--- config.mk ---
export PLATFORM = sky130hd
export DESIGN_NAME = reg_scoreboard
export DESIGN_NICKNAME = d
export VERILOG_FILES = /design/src/rtl/reg_scoreboard_pkg.sv /design/src/rtl/sb_youngest_match.sv /design/src/rtl/reg_scoreboard.sv
export SDC_FILE = /design/constraint.sdc
export NUM_CORES = 1
export LEC_CHECK = 0
export ABC_AREA = 1
export CAP_MARGIN = 40
export CORE_AREA = 5 5 180 182
export DETAILED_ROUTE_END_ITERATION = 8
export DIE_AREA = 0 0 185 187
export GPL_ROUTABILITY_DRIVEN = 0
export PLACE_DENSITY = 0.57
export SLEW_MARGIN = 20
export SYNTH_ARGS = -nofsm -noshare
export SYNTH_HDL_FRONTEND = slang
export SYNTH_SLANG_ARGS = --single-unit
--- constraint.sdc ---
create_clock -name clk -period 8.5 [get_ports clk]
set_input_delay 0.85 -clock clk [delete_from_list [all_inputs] [get_ports clk]]
set_output_delay 0.85 -clock clk [all_outputs]
set_load 0.05 [all_outputs]
--- src/rtl/reg_scoreboard_pkg.sv ---
// reg_scoreboard_pkg
// Shared definitions for the in-flight destination scoreboard:
//   SB_DEPTH / SB_TAG_W  default entry count and tag width
//   REG_ZERO             architectural zero register (never tracked)
//   sb_entry_t           one in-flight entry (valid, dest, ready, data)
package reg_scoreboard_pkg;

  localparam int SB_DEPTH = 4;
  localparam int SB_TAG_W = 2;

  localparam logic [4:0] REG_ZERO = 5'd0;

  typedef struct packed {
    logic        valid;
    logic [4:0]  dest;
    logic        ready;
    logic [31:0] data;
  } sb_entry_t;

endpackage

--- src/rtl/sb_youngest_match.sv ---
// sb_youngest_match
// Finds the youngest valid entry whose dest equals src_addr, walking by age
// from head. A src_addr of REG_ZERO never matches.
// Ports:
//   entries   in   entry vector, indexed by tag
//   head      in   oldest entry index
//   count     in   number of occupied entries
//   src_addr  in   register being looked up (REG_ZERO when unused)
//   found     out  a matching entry exists
//   index     out  tag of the youngest match
//   ready     out  youngest match holds its result
//   data      out  stored data of the youngest match (0 when none)
module sb_youngest_match
  import reg_scoreboard_pkg::*;
#(
  parameter int DEPTH = SB_DEPTH,
  parameter int TAG_W = SB_TAG_W
) (
  input  sb_entry_t [DEPTH-1:0] entries,
  input  logic [TAG_W-1:0]      head,
  input  logic [TAG_W:0]        count,
  input  logic [4:0]            src_addr,
  output logic                  found,
  output logic [TAG_W-1:0]      index,
  output logic                  ready,
  output logic [31:0]           data
);

  logic [TAG_W-1:0] idx;

  // Later (younger) ages overwrite earlier hits, so the last match wins.
  always_comb begin
    found = 1'b0;
    index = '0;
    idx   = '0;
    for (int k = 0; k < DEPTH; k++) begin
      idx = head + TAG_W'(k);
      if (((TAG_W+1)'(k) < count) && entries[idx].valid &&
          (entries[idx].dest == src_addr) && (src_addr != REG_ZERO)) begin
        found = 1'b1;
        index = idx;
      end
    end
  end

  assign ready = found & entries[index].ready;
  assign data  = found ? entries[index].data : '0;

endmodule

--- src/rtl/reg_scoreboard.sv ---
// reg_scoreboard
// In-order in-flight destination tracker with result buffer for the ID stage.
// Entries are allocated at ID->EX issue, filled by EX/MEM result writes and
// retired at WB commit. ID gets per-source forwarding data or a stall.
// Optional build macro: SB_RESULT_BYPASS_EN -- lookup also takes a
// same-cycle result write to the winning entry.
// Ports:
//   clk, reset                    clock, synchronous active-high reset
//   src{1,2}_addr/_used           ID source registers and use flags
//   src{1,2}_hit/_data            forward select and forwarded value
//   stall                         a used source's youngest producer not ready
//   issue_ready/issue_fire        allocation handshake (issue_ready = !full)
//   issue_dest, issue_tag         destination allocated, tag it receives
//   res_wr_valid/_tag/_data       result capture into an entry
//   commit_fire, commit_dest      WB retire of the head entry
//   count                         occupied entries
//   err                           sticky protocol error
module reg_scoreboard
  import reg_scoreboard_pkg::*;
#(
  parameter int DEPTH = SB_DEPTH,
  parameter int TAG_W = SB_TAG_W
) (
  input  logic             clk,
  input  logic             reset,
  input  logic [4:0]       src1_addr,
  input  logic             src1_used,
  input  logic [4:0]       src2_addr,
  input  logic             src2_used,
  output logic             src1_hit,
  output logic [31:0]      src1_data,
  output logic             src2_hit,
  output logic [31:0]      src2_data,
  output logic             stall,
  output logic             issue_ready,
  input  logic             issue_fire,
  input  logic [4:0]       issue_dest,
  output logic [TAG_W-1:0] issue_tag,
  input  logic             res_wr_valid,
  input  logic [TAG_W-1:0] res_wr_tag,
  input  logic [31:0]      res_wr_data,
  input  logic             commit_fire,
  input  logic [4:0]       commit_dest,
  output logic [TAG_W:0]   count,
  output logic             err
);

  localparam logic [TAG_W:0]   FULL_COUNT = (TAG_W+1)'(DEPTH);
  localparam logic [TAG_W-1:0] TAG_ONE    = TAG_W'(1);

  sb_entry_t [DEPTH-1:0] entries;
  logic [TAG_W-1:0]      head;
  logic [TAG_W-1:0]      tail;
  logic [TAG_W:0]        count_q;
  logic                  err_q;

  logic full, empty;
  logic issue_ok, commit_ok, commit_bad, res_bad, err_set;

  assign full  = (count_q == FULL_COUNT);
  assign empty = (count_q == '0);

  assign issue_ok   = issue_fire & ~full;
  assign commit_ok  = commit_fire & ~empty;
  // A bad commit still pops; it only flags the error.
  assign commit_bad = commit_ok & ((commit_dest != entries[head].dest) | ~entries[head].ready);
  // The tail slot is always invalid while not full, so a result aimed at the
  // issuing slot lands here as well and the issue overwrites it below.
  assign res_bad    = res_wr_valid & ~entries[res_wr_tag].valid;
  assign err_set    = (issue_fire & full) | (commit_fire & empty) | commit_bad | res_bad;

  always_ff @(posedge clk) begin
    if (reset) begin
      entries <= '0;
      head    <= '0;
      tail    <= '0;
      count_q <= '0;
      err_q   <= 1'b0;
    end else begin
      if (res_wr_valid && entries[res_wr_tag].valid) begin
        entries[res_wr_tag].ready <= 1'b1;
        entries[res_wr_tag].data  <= res_wr_data;
      end
      if (issue_ok) begin
        entries[tail].valid <= 1'b1;
        entries[tail].dest  <= issue_dest;
        entries[tail].ready <= 1'b0;
        entries[tail].data  <= '0;
        tail                <= tail + TAG_ONE;
      end
      if (commit_ok) begin
        entries[head] <= '0;
        head          <= head + TAG_ONE;
      end
      count_q <= count_q + {{TAG_W{1'b0}}, issue_ok} - {{TAG_W{1'b0}}, commit_ok};
      if (err_set) err_q <= 1'b1;
    end
  end

  logic [4:0]       q1_addr, q2_addr;
  logic             m1_found, m2_found, m1_ready, m2_ready;
  logic [TAG_W-1:0] m1_index, m2_index;
  logic [31:0]      m1_data, m2_data;
  logic             byp1, byp2;

  assign q1_addr = src1_used ? src1_addr : REG_ZERO;
  assign q2_addr = src2_used ? src2_addr : REG_ZERO;

  sb_youngest_match #(.DEPTH(DEPTH), .TAG_W(TAG_W)) u_match_src1 (
    .entries  (entries),
    .head     (head),
    .count    (count_q),
    .src_addr (q1_addr),
    .found    (m1_found),
    .index    (m1_index),
    .ready    (m1_ready),
    .data     (m1_data)
  );

  sb_youngest_match #(.DEPTH(DEPTH), .TAG_W(TAG_W)) u_match_src2 (
    .entries  (entries),
    .head     (head),
    .count    (count_q),
    .src_addr (q2_addr),
    .found    (m2_found),
    .index    (m2_index),
    .ready    (m2_ready),
    .data     (m2_data)
  );

`ifdef SB_RESULT_BYPASS_EN
  assign byp1 = res_wr_valid & m1_found & (res_wr_tag == m1_index);
  assign byp2 = res_wr_valid & m2_found & (res_wr_tag == m2_index);
`else
  assign byp1 = 1'b0;
  assign byp2 = 1'b0;
`endif

  assign src1_hit  = m1_found & (m1_ready | byp1);
  assign src2_hit  = m2_found & (m2_ready | byp2);
  assign src1_data = byp1 ? res_wr_data : (m1_ready ? m1_data : '0);
  assign src2_data = byp2 ? res_wr_data : (m2_ready ? m2_data : '0);

  assign stall = (m1_found & ~m1_ready & ~byp1) | (m2_found & ~m2_ready & ~byp2);

  // Registered state only: a same-cycle commit does not free a slot early.
  assign issue_ready = ~full;
  assign issue_tag   = tail;
  assign count       = count_q;
  assign err         = err_q;

endmodule

# After elaboration in Yosys (flattened, before gate mapping)

Cells that the tools add are included.

Memory bits (writable): 0
Input bits: 61
Bits in registers: 164
Memories: 0
Latch bits: 0
ROM bits: 0
Logic and storage cells: 164

Shifts and indexed selects: 0
Multiply operators: 0
$lt $le $gt $ge: 15
Reductions and logical operators: 27
Div/mod/pow operators: 0
Equal/unequal tests: 10
Multiplexer cells: 61
$add $sub $neg: 6
Bitwise logic cells: 25

Operator list:

| cell               | count |
|---|---|
| $bwmux 156         | 6 |
| $mux 156           | 5 |
| $bmux 39 s2        | 7 |
| $demux 39 s2       | 7 |
| $mux 39            | 7 |
| $mux 32            | 6 |
| $and 156x156->156  | 1 |
| $not 156->156      | 1 |
| $mux 33            | 4 |
| $eq 5x5->1         | 8 |
| $mux 38            | 1 |
| $logic_and 1x1->1  | 24 |
| $lt 2x3->1 const B | 8 |
| $mux 2             | 8 |
| $and 1x1->1        | 12 |
| $mux 5             | 2 |
| $reduce_bool 5->1  | 2 |
| $mux 1             | 8 |
| $ge 2x1->1 const B | 3 |
| $lt 1x3->1 const A | 2 |
| $lt 2x3->1 const A | 2 |
| $not 1->1          | 6 |
| $ne 5x5->1         | 1 |
| $or 1x1->1         | 5 |
| other kinds (6)    | 8 |

# Depth between registers and ports, before layout

Gate-level depths: netlist of the first run.

Depth after elaboration: 16
Depth in mapped cells: 25

# Hierarchy

A second synthesis of the first run with hierarchy kept.

Cell total of the unflattened synthesis: 2400
Area total of the unflattened synthesis: 13739.4 um2

Modules (own cells, without submodules):

| module            | times used | cells each | area each (um2) | sequential area each (um2) |
|---|---|---|---|---|
| reg_scoreboard    | 1          | 1086       | 8001.4          | 3283.1 |
| sb_youngest_match | 2          | 657        | 2869.0          | 0.0 |

# Least setup slack after synthesis of the first run

OpenSTA, ideal clock, no wires.

Path type: register -> output
Start point: reg head[1]
End point: out src1_data[0]
Slack: 4.303 ns
Cell stages (with the launch flop): 23
Path buffers: 6
Arrival time: 3.347 ns
Required time: 7.650 ns
Path through: dfxtp_1 > buf_4 > inv_2 > buf_2 > ha_1 > buf_4 > inv_2 > buf_4 > nand3_1 > nand2_1 > xor2_1 > nand3b_1 > nor2_1 > a21oi_1 > nand2_1 > nand2_2 > buf_6 > inv_4 > buf_4 > nand2_1 > nand3_1 > nand2_1 > nor2_1

Longest elaborated chain between the ends: 13

Ends and longest elaborated chain:

| element                                                     | line                                                                      | source |
|---|---|---|
| start, declared                                             | reg_scoreboard.sv:52                                                      | `logic [TAG_W-1:0] head;` |
| start signal, assigned                                      | reg_scoreboard.sv:93                                                      | `head <= head + TAG_ONE;` |
| $add 2x1->2 / $bmux 39 s2 (equally long branches)           | sb_youngest_match.sv:37, sb_youngest_match.sv:38, sb_youngest_match.sv:39 |  |
| $bmux 39 s2 / $mux 39 (equally long branches)               | sb_youngest_match.sv:38, sb_youngest_match.sv:39                          |  |
| $mux 39 (implied by the code), or another cell as far along | sb_youngest_match.sv:38                                                   | `if (((TAG_W+1)'(k) < count) && entries[idx].valid &&` |
| $eq 5x5->1 / $logic_and 1x1->1 (equally long branches)      | sb_youngest_match.sv:39, sb_youngest_match.sv:38                          |  |
| $logic_and 1x1->1 (on tied branches)                        | sb_youngest_match.sv:38, sb_youngest_match.sv:39                          |  |
| $logic_and 1x1->1 / $mux 2 (equally long branches)          | sb_youngest_match.sv:39, sb_youngest_match.sv:38                          |  |
| $mux 2 (3 in series)                                        | sb_youngest_match.sv:38                                                   |  |
| $bmux 39 s2                                                 | sb_youngest_match.sv:46, sb_youngest_match.sv:47                          |  |
| $mux 33 (implied by the code)                               | sb_youngest_match.sv:46                                                   | `assign ready = found & entries[index].ready;` |
| $mux 32 / $and 1x1->1 (equally long branches)               | sb_youngest_match.sv:47, sb_youngest_match.sv:46                          |  |
| $mux 32 *                                                   | reg_scoreboard.sv:141                                                     | `assign src1_data = byp1 ? res_wr_data : (m1_ready ? m1_data : '0);` |
| end, declared                                               | reg_scoreboard.sv:31                                                      | `output logic [31:0] src1_data,` |

Every way passes the cells marked *; elsewhere a longest branch is shown, timed or not. The select of a mux whose other input is x is not followed.

# Worst setup path after layout of the first run

Start point: reg head[1]
End point: out src2_data[0]

Longest elaborated chain between the ends: 13

Ends and longest elaborated chain:

| element                                                     | line                                                                      | source |
|---|---|---|
| $add 2x1->2 / $bmux 39 s2 (equally long branches)           | sb_youngest_match.sv:37, sb_youngest_match.sv:38, sb_youngest_match.sv:39 |  |
| $bmux 39 s2 / $mux 39 (equally long branches)               | sb_youngest_match.sv:38, sb_youngest_match.sv:39                          |  |
| $mux 39 (implied by the code), or another cell as far along | sb_youngest_match.sv:38                                                   |  |
| $eq 5x5->1 / $logic_and 1x1->1 (equally long branches)      | sb_youngest_match.sv:39, sb_youngest_match.sv:38                          |  |
| $logic_and 1x1->1 (on tied branches)                        | sb_youngest_match.sv:38, sb_youngest_match.sv:39                          |  |
| $logic_and 1x1->1 / $mux 2 (equally long branches)          | sb_youngest_match.sv:39, sb_youngest_match.sv:38                          |  |
| $mux 2 (3 in series)                                        | sb_youngest_match.sv:38                                                   |  |
| $bmux 39 s2                                                 | sb_youngest_match.sv:46, sb_youngest_match.sv:47                          |  |
| $mux 33 (implied by the code)                               | sb_youngest_match.sv:47                                                   | `assign data = found ? entries[index].data : '0;` |
| $mux 32 / $and 1x1->1 (equally long branches)               | sb_youngest_match.sv:47, sb_youngest_match.sv:46                          |  |
| $mux 32 *                                                   | reg_scoreboard.sv:142                                                     | `assign src2_data = byp2 ? res_wr_data : (m2_ready ? m2_data : '0);` |
| end, declared                                               | reg_scoreboard.sv:33                                                      | `output logic [31:0] src2_data,` |

Marked as above.

==> impl.org, run 1 <==
** Route
- The final layout contains routed wiring with a total length of 37.6 mm.
- DR vias :: 11600
- First drt pass iteration count :: 6
- Average via count per standard cell :: 5.23
- After detailed routing, the average wire length per cell comes to 16.9 um.
- Final ANT Viol Nets :: 0
- For this run, design rule violations remaining after detail routing come to 0.
- The detailed router finished its first iteration with 993 violations.

** GRT
- The first global-routing pass estimated 59.8 mm of wire.
- Vias in the first global route :: 11000
- Global routing used 21.4% of the available tracks across all layers.
- Entering global routing, the biggest net connects 66 pins.
- The initial antenna violation count was 2.
- Summed over all layers, the global routing overflow is 0.

** Pwr
- Combinational logic is responsible for 39.5% of the overall power.
- Internal power comes to 1.58 mW.
- The analysis attributes to cell leakage a power of 4.67 nW.
- Net switching is 43.1% of the power.
- In this run the power density over the cells is 219 nW/um2.
- The worst-case IR drop observed on VDD is 0.187 mV.
- Registers are responsible for 30.9% of the overall power.
- In this run the power spent charging and discharging nets is 1.20 mW.
- Per report_power, the clock group accounts for 29.6% of the total.

** Timing
- Across all setup checks in the final design, the least slack found is 1.41 ns.
- Setup violations remaining at the end of the flow were counted as 0.
- For the final database, setup skew stands at 0.0143 ns.
- Final Hold Fails :: 0
- Setup repair after global routing left no endpoint under its margin.
- In this run the tightest slew margin relative to its limit is 44.9%.
- After layout, the worst path uses 83.4% of the clock period.
- Hold slack final :: 0.458 ns
- In the final timing run, aggregate negative setup slack is 0 ns.
- The number of pins with negative max-slew slack in the final report is 0.
- Final critical delay including setup and external delays :: 7.09 ns
- Fmax :: 0.141 GHz
- Tightest Pin Transition :: 0.827 ns

** Clocking
- In this run the number of H-tree levels came out at 4.
- Hold buffer count at CTS :: 0
- Clock tree synthesis selected as its root buffer the cell sky130_fd_sc_hd__clkbuf_16.
- Once the clock tree was built, the setup fixing pass inserted 0 buffers.
- Reg clk slew, reported paths :: 0.07 ns
- TritonCTS built the clock tree.
- Number of buffers on the longest clock path :: 2
- The number of clock buffers added by TritonCTS is 17.
- Number of gates resized after cts :: 0
- For the worst-skew pair, the clock arrives at the later sink with an insertion delay of 0.44 ns.
- The clock drives 164 sinks.

** Final layout
- The net count of the finished layout is 1885.
- Diode count :: 0
- From synthesis to final layout, the design area changed by 20.1%.
- Most frequent standard cell in the layout excluding fill and tap cells :: sky130_fd_sc_hd__nand2_1
- Highest-count cells in the layout ignoring fill and taps :: 467 x sky130_fd_sc_hd__nand2_1, 304 x sky130_fd_sc_hd__nand3_1, 241 x sky130_fd_sc_hd__nor2_1, 198 x sky130_fd_sc_hd__inv_1, 164 x sky130_fd_sc_hd__dfxtp_1
- Counting the fill cells in the layout gives 3226.
- Share of layout cells above drive strength 1 :: 4.17%

** Floorplanning
- Ports :: 135
- The floorplan step defined a core boundary enclosing 30400 um2.
- Die outline width :: 185 um
- Die Outline Area :: 34600 um2
- Once the floorplan was initialized, standard cells occupied 34.8% of the core.
- Die Ht :: 187 um
- Row cnt :: 64

** Status
- Outcome :: completed

** Min path
- Hold WC Path Type :: register to register

** Critical path
- Broken down by cell family, the worst path's largest delay share belongs to simple AND/OR/NAND/NOR gates.
- Critical path startpoint category :: register
- Critical Path End Type :: primary output
- Required time of the critical path :: 7.65 ns
- Count of buffer and inverter cells on the critical path :: 4
- On the critical path, the stage with the largest delay is an instance of sky130_fd_sc_hd__dfxtp_1.
- By startpoint and endpoint, the worst setup path is classified as register to primary output.
- Arrival @ worst endpoint :: 6.24 ns
- Of all nets on the critical path, the largest fanout is 64.
- In this design, the critical path's most frequently occurring cell is sky130_fd_sc_hd__nand2_1.
- The largest single stage delay on the critical path is 0.79 ns.
- Traced cell by cell, the critical path runs through inv_2, ha_1, inv_2, nand3_1, nand2_1, nand2_1, o21ai_1, nor2_1, nand2_1, nor2_1, a21oi_1, nand2_2, buf_4, nand2_4, nand2_1, nand3_1, nand2_1, nor2_1, clkdlybuf4s50_1.

** Logic synthesis
- Averaged over all synthesized cells, the footprint is 6.06 um2.
- In this run, distinct cell masters in the synthesized netlist total 34.
- The number of nets in the synthesized netlist is 1820.
- In the synthesized netlist, the number of instances is 1746.
- For this run, the number of Yosys warnings is 0.
- In this run the cell area of the synthesized design comes to 10600 um2.
- Register bit total from synthesis :: 164
- Sequential cell area fraction in the yosys report :: 31.0%

** Placement
- Count of port buffers added during placement :: 134
- Timing analysis after detailed placement gives a worst setup slack of 2.01 ns.
- Half-perimeter wire length of the detailed placement result :: 24.0 mm

** Job
- Number of max-cap violations :: 0
Yosys cell counts:
library cell | instances | area [um2]
sky130_fd_sc_hd__nand3_2 | 3 | 30.0
sky130_fd_sc_hd__nor2_1 | 241 | 905
sky130_fd_sc_hd__a21oi_2 | 1 | 8.76
sky130_fd_sc_hd__buf_6 | 4 | 45.0
sky130_fd_sc_hd__a22oi_1 | 1 | 7.51
sky130_fd_sc_hd__buf_4 | 24 | 180
sky130_fd_sc_hd__buf_2 | 23 | 115
sky130_fd_sc_hd__o21ai_0 | 32 | 160
sky130_fd_sc_hd__nor3_1 | 3 | 15.0
sky130_fd_sc_hd__a211oi_1 | 129 | 968
sky130_fd_sc_hd__xnor2_1 | 1 | 8.76
sky130_fd_sc_hd__a31oi_1 | 1 | 6.26
sky130_fd_sc_hd__a21oi_1 | 43 | 215
sky130_fd_sc_hd__xor2_1 | 5 | 43.8
sky130_fd_sc_hd__nor2_2 | 2 | 12.5
sky130_fd_sc_hd__nand3_1 | 306 | 1530
sky130_fd_sc_hd__clkbuf_1 | 44 | 165
sky130_fd_sc_hd__inv_4 | 1 | 6.26
sky130_fd_sc_hd__nand2_4 | 1 | 11.3
sky130_fd_sc_hd__and2_1 | 1 | 6.26
sky130_fd_sc_hd__nand2_2 | 2 | 12.5
sky130_fd_sc_hd__buf_1 | 12 | 45.0
sky130_fd_sc_hd__fa_1 | 1 | 20.0
sky130_fd_sc_hd__inv_2 | 8 | 30.0
sky130_fd_sc_hd__o22ai_1 | 2 | 12.5
sky130_fd_sc_hd__a21boi_2 | 1 | 11.3
sky130_fd_sc_hd__o21ai_1 | 3 | 15.0
sky130_fd_sc_hd__nand3b_1 | 2 | 15.0
sky130_fd_sc_hd__o2bb2ai_1 | 1 | 8.76
sky130_fd_sc_hd__nand2_1 | 471 | 1770
sky130_fd_sc_hd__dfxtp_1 | 164 | 3280
sky130_fd_sc_hd__inv_1 | 198 | 743
sky130_fd_sc_hd__ha_1 | 12 | 150
sky130_fd_sc_hd__nand4_1 | 3 | 18.8
cell families after synthesis:
group	synth area share, %
flops	31.0
fa+ha+maj	1.61
xor+xnor	0.497
compound gates	13.4
simple gates	40.9
buf+inv	12.6
flip-flops by register name, indices dropped and copies added, names as in the netlist:
register   flops
count          3
head           2
entries      156
err            1
issue_tag      2
worst register-to-register path, stage by stage (launching register included):
cell	delay [ns]
sky130_fd_sc_hd__dfxtp_1	0.30
sky130_fd_sc_hd__buf_4	0.24
sky130_fd_sc_hd__inv_2	0.50
sky130_fd_sc_hd__ha_1	0.25
sky130_fd_sc_hd__inv_1	0.04
sky130_fd_sc_hd__o21ai_0	0.32
sky130_fd_sc_hd__inv_1	0.21
sky130_fd_sc_hd__nand2_1	0.11
sky130_fd_sc_hd__buf_4	0.47
sky130_fd_sc_hd__a211oi_1	0.13
final cells by class:
| class | instances | area, um2 | share of cell area [%] |
|---|---|---|---|
| inverter | 207 | 779 | 6.14 |
| sequential | 164 | 3280 | 25.8 |
| clock buffer | 21 | 480 | 3.78 |
| multi-input combinational | 1268 | 6000 | 47.2 |
| tap | 396 | 495 | 3.90 |
| timing repair buffer | 153 | 1520 | 12.0 |
| clock inverter | 11 | 144 | 1.13 |
power groups by stage:
stage | Combinational [mW] | Clock (mW) | Sequential, mW
2_1_floorplan | 0.785 | 0 | 0.878
3_3_place_gp | 1.07 | 0 | 0.872
3_5_place_dp | 1.08 | 0 | 0.874
4_1_cts | 1.09 | 0.838 | 0.857
5_1_grt | 1.21 | 0.870 | 0.864
6_report | 1.10 | 0.823 | 0.858
worst paths after layout:
| kind | startpoint | endpoint | slack [ns] | depth (start not counted) |
|---|---|---|---|---|
| setup reg to reg | head[0] | entries[3] | 5.77 | 9 |
| hold / removal | err | err | 0.46 | 2 |
| setup / recovery | head[1] | src2_data[0] | 1.41 | 19 |
| hold reg to reg | err | err | 0.46 | 2 |
per-stage QoR:
step	instance area (um2)	std cells	utilization (%)	power [mW]
2_1_floorplan	10600	1746	-	1.66
3_3_place_gp	12000	2186	39.5	1.94
3_5_place_dp	12100	2188	39.7	1.96
4_1_cts	12700	2220	41.7	2.78
5_1_grt	12700	2220	41.7	2.95
6_report	12700	2220	41.7	2.78
routing by layer:
layer	share of wire (%)	GRT usage, %	vias to the layer above	wire [um]
met5	0.061	0	-	23
met4	2.0	6.41	4	765
met3	7.2	4.16	57	2710
met2	46	34.9	421	17200
met1	45	28.6	5318	16900
li1	-	-	5811	-
Power figures use the tool's default switching activity.
==> inputs of run 2 (changes only) <==
Settings changed: PLACE_DENSITY 0.57 to 0.59.
Clock period 8.5 ns to 6.5 ns, I/O delays scaled along.
==> impl.org, run 2 (synthesis results as in run 1) <==
** Status
- Outcome :: completed

** Pwr
- Peak supply drop :: 0.278 mV (+49%)
- The cell area power density is 273 nW/um2 (+25%).
- The static leakage came to 4.97 nW (+6.3%).

** Clocking
- TritonCTS built the clock tree.
- Clock latency on the worst-skew pair :: 0.44 ns (about the same)
- The cell sitting at the root of the clock tree is a sky130_fd_sc_hd__clkbuf_16.
- Reg clk slew, reported paths :: 0.07 ns (about the same)
- The buffer depth of the longest clock path is 2 (unchanged).
- The number of buffers created by CTS is 17 (unchanged).
- Clock H-tree levels :: 4 (unchanged)
- Clock sinks :: 164 (unchanged)

** Floorplanning
- The standard-cell row count came to 64 (unchanged).
- The total die area came to 34600 um2 (unchanged).
- The width of the chip is 185 um (unchanged).
- The die height is 187 um (unchanged).
- The number of primary I/O pins was 135 (unchanged).
- The initial core utilization was 34.8% (unchanged).
- Core Box Area :: 30400 um2 (unchanged)

** Timing
- The post-route clock skew is 0.00956 ns (-0.00470 ns).
- The count of final hold-check violations was 0 (unchanged).
- Part of the cycle the worst path needs :: 94.2%
- Final Max Tran Viols :: 0 (unchanged)
- Setup repair after global routing left no endpoint under its margin.
- The slew at the pin with the worst max-slew slack is 0.772 ns (-0.0553 ns).
- Fmax :: 0.163 GHz
- The final total negative setup slack is 0 ns (unchanged).
- Final critical delay including setup and external delays :: 6.12 ns
- Total of endpoints with negative setup slack in the final report :: 0 (unchanged)
- Headroom to the max-slew limit :: 48.6% (+3.7 points)

** Critical path
- Arrival @ worst endpoint :: 5.47 ns (-0.77 ns)
- The biggest fanout along the worst timing path was 44 (-31%).
- In this design, the critical path's most frequently occurring cell is sky130_fd_sc_hd__nand3_1.
- Worst Setup Path Type :: register to primary output
- Worst path cell trace :: inv_2, ha_1, inv_2, nand3_1, nand3_1, nand2_1, nor2_1, nand2_1, nor2_2, nand2_1, nand3_1, nand2_2, buf_4, nand3_1, nand3_1, nand3_2, buf_4, nor2_1, buf_12
- Critical path startpoint category :: register
- The slowest stage of the critical path belongs to the cell sky130_fd_sc_hd__dfxtp_1.
- Critical Path End Type :: primary output
- The critical path required time is 5.85 ns (-1.80 ns).
- The critical path's largest stage delay is 0.78 ns (about the same).

** Min path
- Hold WC Path Type :: register to register

** Final layout
- Flip-flop count of the largest register, all copies and words added :: 156 (unchanged)
- The final net count is 1886 (+0.053%).
- Highest-count cells in the layout ignoring fill and taps :: 467 x sky130_fd_sc_hd__nand2_1, 304 x sky130_fd_sc_hd__nand3_1, 241 x sky130_fd_sc_hd__nor2_1, 198 x sky130_fd_sc_hd__inv_1, 164 x sky130_fd_sc_hd__dfxtp_1
- Area taken by multi-input logic gates :: 6010 um2 (+0.15%)
- The diode insertion count for antenna repair was 0 (unchanged).
- From synthesis to final layout, the design area changed by 25.9%.
- More flip-flops sit in one register than any other, and that register is entries.
- The storage element area is 3280 um2 (unchanged).
- Fill cells :: 3141 (-2.6%)
- Leaving out fill and tap cells, the most frequent cell in the layout is sky130_fd_sc_hd__nand2_1.
- The count of placed standard cells in the final layout, fillers left out came to 2221 (+0.045%).
- The layout cell share with drive strength beyond 1 came to 7.62% (+3.4 points).

** Placement
- The placed wire-length estimate after detailed placement is 24.1 mm (+0.46%).
- Number of instances in the placed design :: 2189 (+0.046%)
- The count of input and output buffers came to 134 (unchanged).

** Route
- The number of iterations in the first detailed-routing pass is 6 (unchanged).
- The number of nets still failing antenna checks after routing came to 0 (unchanged).
- Average via count per standard cell :: 5.28 (+1.0%)
- Average detailed-routed wire length per instance :: 17.0 um (+0.28%)
- Drt initial violations :: 1254 (+26%)
- Residual DRC count :: 0 (unchanged)
- The sum of routed wire length over all layers was 37.7 mm (+0.32%).
- The count of vias placed by the detailed router is 11700 (+1.0%).

** GRT
- Number of antenna violations at the first check in global routing :: 1 (-1)
- The global-route usage over all layers came to 21.3% (-0.11 points).
- Vias in the first global route :: 11100 (+0.12%)
- First-pass GRT wire length :: 59.8 mm (unchanged)
- The pin count of the biggest net entering global routing came to 66 (unchanged).
- Aggregate global routing overflow :: 0 (unchanged)

** Job
- Number of max-cap violations :: 0 (unchanged)
[run 2: repair_timing]
action / CTS / global route
resized for setup: 0 / 1
buffers inserted: 0 / 0
setup endpoints to repair: 0 / 1
hold buffers: 0 / 0
[run 2: metal layers]
layer	GRT usage, %	routed length (um)	vias up
li1	-	-	5804
met1	29.2	16600	5319
met2	33.4	16900	538
met3	4.67	3190	69
met4	6.63	949	2
met5	0	13	-
[run 2: final timing paths]
| path | endpoint | slack [ns] | depth (start not counted) | start |
|---|---|---|---|---|
| setup / recovery | src2_data[29] | 0.38 | 19 | head[1] |
| hold / removal | err | 0.46 | 2 | err |
| setup reg to reg | entries[3] | 3.81 | 9 | head[0] |
| hold reg to reg | err | 0.46 | 2 | err |
[run 2: per-stage QoR]
step           instance area (um2)  worst slack, ns  power [mW]  util, %  hold WS (ns)
6_report                     13300            0.378        3.64     43.8         0.462
4_1_cts                      13300            0.508        3.61     43.7         0.460
2_1_floorplan                10600             2.50        2.17        -         0.436
3_5_place_dp                 12700            0.983        2.55     41.8         0.445
5_1_grt                      13300           0.0441        3.84     43.8         0.488
3_3_place_gp                 12700             1.12        2.53     41.8         0.443
[run 2: layout make-up]
class	count	area share [%]
clock inverter	9	1.07
tap	396	3.72
inverter	207	5.85
multi-input combinational	1268	45.1
timing repair buffer	154	16.1
sequential	164	24.7
clock buffer	23	3.44
[run 2: report_power, final]
| group | leakage [nW] | total (mW) | internal [mW] | switching, mW |
|---|---|---|---|---|
| Combinational | 3.36 | 1.45 | 0.393 | 1.06 |
| Clock | 0.285 | 1.07 | 0.622 | 0.445 |
| Sequential | 1.33 | 1.12 | 1.06 | 0.0608 |
[run 2: worst max-delay path, delay by kind of cell, from the launching register on]
family	cells	cell delay, ns
and+or+nand+nor	13	1.91
buffers and inverters	5	1.56
DFF	1	0.78
adders and majority gates	1	0.75
==> inputs of run 3 (changes only) <==
Settings changed: GPL_ROUTABILITY_DRIVEN 0 to not set.
==> impl.org, run 3 (synthesis results as in run 1) <==
** Status
- The flow ran to the end, and the final reports show no timing, DRC or antenna violations.

** Critical path
- Cell with the most instances on the worst path :: sky130_fd_sc_hd__nand3_1
- The worst setup path is of the register to primary output kind.
- In this run the critical register-to-register path is launched from head[1].
- Traced cell by cell, the critical path runs through inv_2, ha_2, inv_2, nand3_1, nand2_1, xor2_1, nand4_1, nand3_1, nand2_2, buf_4, nand3_1, nand3_1, nand3_2, buf_4, nor2_1, buf_12.
- Number of cell instances on the worst register-to-register path :: 8 (-1)
- Maximum fanout count along the critical path :: 42 (-4.5%)
- The count of buffering cells on the critical path with inverters included came to 5 (unchanged).
- The critical path's largest stage delay was 0.76 ns (-0.02 ns).
- The slack of the worst reg-to-reg path was 3.99 ns (+0.18 ns).
- Cell class contributing the biggest share of worst-path delay :: simple AND/OR/NAND/NOR gates
- Arrival @ worst endpoint :: 5.33 ns (-0.14 ns)
- The worst register-to-register path ends at entries[6].
- The worst setup path is captured at a primary output.
- The critical path required time is 5.85 ns (about the same).
- The worst setup path is launched from a register.
- On the critical path, the stage with the largest delay is an instance of sky130_fd_sc_hd__dfxtp_1.

** Clocking
- TritonCTS clock tree :: done
- Total CTS buffers :: 17 (unchanged)
- Clock latency on the worst-skew pair :: 0.44 ns (about the same)
- Reg clk slew, reported paths :: 0.06 ns (about the same)
- Number of buffers on the longest clock path :: 2 (unchanged)
- The tree is rooted in a sky130_fd_sc_hd__clkbuf_16.
- Clock sinks :: 164 (unchanged)
- Clock H-tree levels :: 4 (unchanged)
- Hold buffer count at CTS :: 0 (unchanged)

** Placement
- Count of port buffers added during placement :: 134 (unchanged)
- Number of instances in the placed design :: 2190 (+0.046%)
- The placed wire-length estimate after detailed placement was 25.9 mm (+7.6%).
- Routability-driven placement finished with a final weighted congestion of 1.01.

** Floorplanning
- The die height was 187 um (unchanged).
- Row cnt :: 64 (unchanged)
- The width of the chip is 185 um (unchanged).
- Initial Util :: 34.8% (unchanged)
- Core Box Area :: 30400 um2 (unchanged)
- The number of primary I/O pins is 135 (unchanged).
- Die Outline Area :: 34600 um2 (unchanged)

** Pwr
- The overall power was 3.72 mW (+2.4%).
- Power Dens Cells :: 278 nW/um2 (+1.7%)
- The maximum VDD drop came to 0.302 mV (+8.5%).
- The static leakage is 5.01 nW (+0.94%).

** Timing
- The count of final hold-check violations is 0 (unchanged).
- The post-route clock skew is 0.0110 ns (+0.00147 ns).
- The worst hold margin is 0.454 ns (-0.00761 ns).
- Total of endpoints with negative setup slack in the final report :: 0 (unchanged)
- Tightest Pin Transition :: 0.769 ns (-0.00284 ns)
- Headroom to the max-slew limit :: 48.8% (+0.19 points)
- The final total negative setup slack came to 0 ns (unchanged).
- The shortest period the worst path allows is 5.98 ns (-0.146 ns).
- Unrepaired setup endpoints after global routing :: false
- The number of pins with negative max-slew slack in the final report is 0 (unchanged).
- The portion of the clock cycle consumed by the worst path in the final layout came to 91.9% (-2.3 points).
- Fmax :: 0.167 GHz (+2.4%)

** Final layout
- Highest-count cells in the layout ignoring fill and taps :: 467 x sky130_fd_sc_hd__nand2_1, 304 x sky130_fd_sc_hd__nand3_1, 241 x sky130_fd_sc_hd__nor2_1, 198 x sky130_fd_sc_hd__inv_1, 164 x sky130_fd_sc_hd__dfxtp_1
- The flip-flop count of the largest register, all copies and words added is 156 (unchanged).
- Most frequent standard cell in the layout excluding fill and tap cells :: sky130_fd_sc_hd__nand2_1
- From synthesis to final layout, the design area changed by 26.7%.
- Fin cells :: 2222 (+0.045%)
- Diode count :: 0 (unchanged)
- Fill cells :: 3142 (+0.032%)
- The layout cell share with drive strength beyond 1 is 8.00% (+0.38 points).
- Finished Core Util :: 44.0% (+0.27 points)
- The register with the most flip-flops in the final layout is entries.
- The final net count is 1887 (+0.053%).

** Min path
- In this run the worst hold path is classified as register to register.
- The worst hold path begins at err.
- Worst Hold Path EP :: err
- Number of instances on the worst hold path :: 2 (unchanged)

** GRT
- The pin count of the biggest net entering global routing came to 66 (unchanged).
- The global-route met3 utilization came to 4.08% (-0.58 points).
- The global-route usage over all layers is 22.3% (+0.96 points).
- Most congested layer reported by global routing :: met2
- The number of global-route vias before repair is 11100 (+0.29%).
- Aggregate global routing overflow :: 0 (unchanged)
- First-pass GRT wire length :: 61.6 mm (+2.9%)
- Number of antenna violations at the first check in global routing :: 1 (unchanged)
- Met1 capacity usage during global routing :: 30.6% (+1.4 points)
- The met2 capacity usage during global routing is 34.3% (+0.88 points).

** Route
- The first-iteration detailed-routing DRC count came to 929 (-26%).
- Average via count per standard cell :: 5.23 (-1.0%)
- The number of iterations in the first detailed-routing pass came to 7 (+1).
- Final ANT Viol Nets :: 0 (unchanged)
- The total DRC errors in the routed layout came to 0 (unchanged).
- Total detailed-routing wirelength :: 39.0 mm (+3.4%)
- Average detailed-routed wire length per instance :: 17.5 um (+3.4%)
- DR vias :: 11600 (-0.95%)

** Job
- Number of max-cap violations :: 0 (unchanged)
## run 3: changes by cell type in the layout (fill, tap and decap cells not counted), sizes merged
cell	change
buf	+1
bufinv	+2
clkbuf	-5
clkinv	+3
clkinvlp	-1
inv	+1
## run 3: final cells by class
cell class,count,area [um2],share of cell area [%]
Inverter,207,782,5.84
Clock inverter,14,219,1.63
Tap cell,396,495,3.70
Clock buffer,18,439,3.28
Timing Repair Buffer,155,2170,16.2
Sequential cell,164,3280,24.5
Multi-Input combinational cell,1268,6010,44.8
## run 3: worst reg2reg max path, stage by stage (launching register included)
cell and delay [ns]:
sky130_fd_sc_hd__dfxtp_1 0.76, sky130_fd_sc_hd__inv_2 0.31, sky130_fd_sc_hd__ha_2 0.26, sky130_fd_sc_hd__inv_1 0.05
sky130_fd_sc_hd__o21ai_0 0.11, sky130_fd_sc_hd__inv_1 0.20, sky130_fd_sc_hd__nand2_1 0.08, sky130_fd_sc_hd__buf_4 0.31
sky130_fd_sc_hd__a211oi_1 0.36
## run 3: report_power, final
| group | internal, mW | switching (mW) |
|---|---|---|
| Sequential | 1.06 | 0.0655 |
| Clock | 0.698 | 0.456 |
| Combinational | 0.397 | 1.05 |
| Total | 2.15 | 1.57 |
## run 3: per-layer routing
layer	wire length, um	vias to the layer above
met5	7	-
met4	1250	2
met3	2490	92
met2	17600	446
met1	17600	5272
li1	-	5808
## run 3: worst max-delay path by stage
stage               slack, ns            end    start  depth (start not counted)
floorplan                2.50   src1_data[0]  head[1]                         22
global placement         0.95  src2_data[10]  head[1]                         16
detailed placement       0.97  src2_data[10]  head[1]                         16
CTS                      0.48  src2_data[29]  head[1]                         19
global route             0.16  src2_data[29]  head[1]                         20
finish                   0.52  src2_data[29]  head[1]                         16
## run 3: through the flow
stage               setup WS [ns]  area (um2)
global route                0.157       13400
global placement            0.954       12700
CTS                         0.481       13400
finish                      0.524       13400
floorplan                    2.50       10600
detailed placement          0.965       12700
## run 3: what timing repair did
item,4_1_cts,5_1_grt
hold endpoints to repair,0,0
endpoints found under the setup margin,0,5
resized for setup,0,3
buffers inserted,0,0
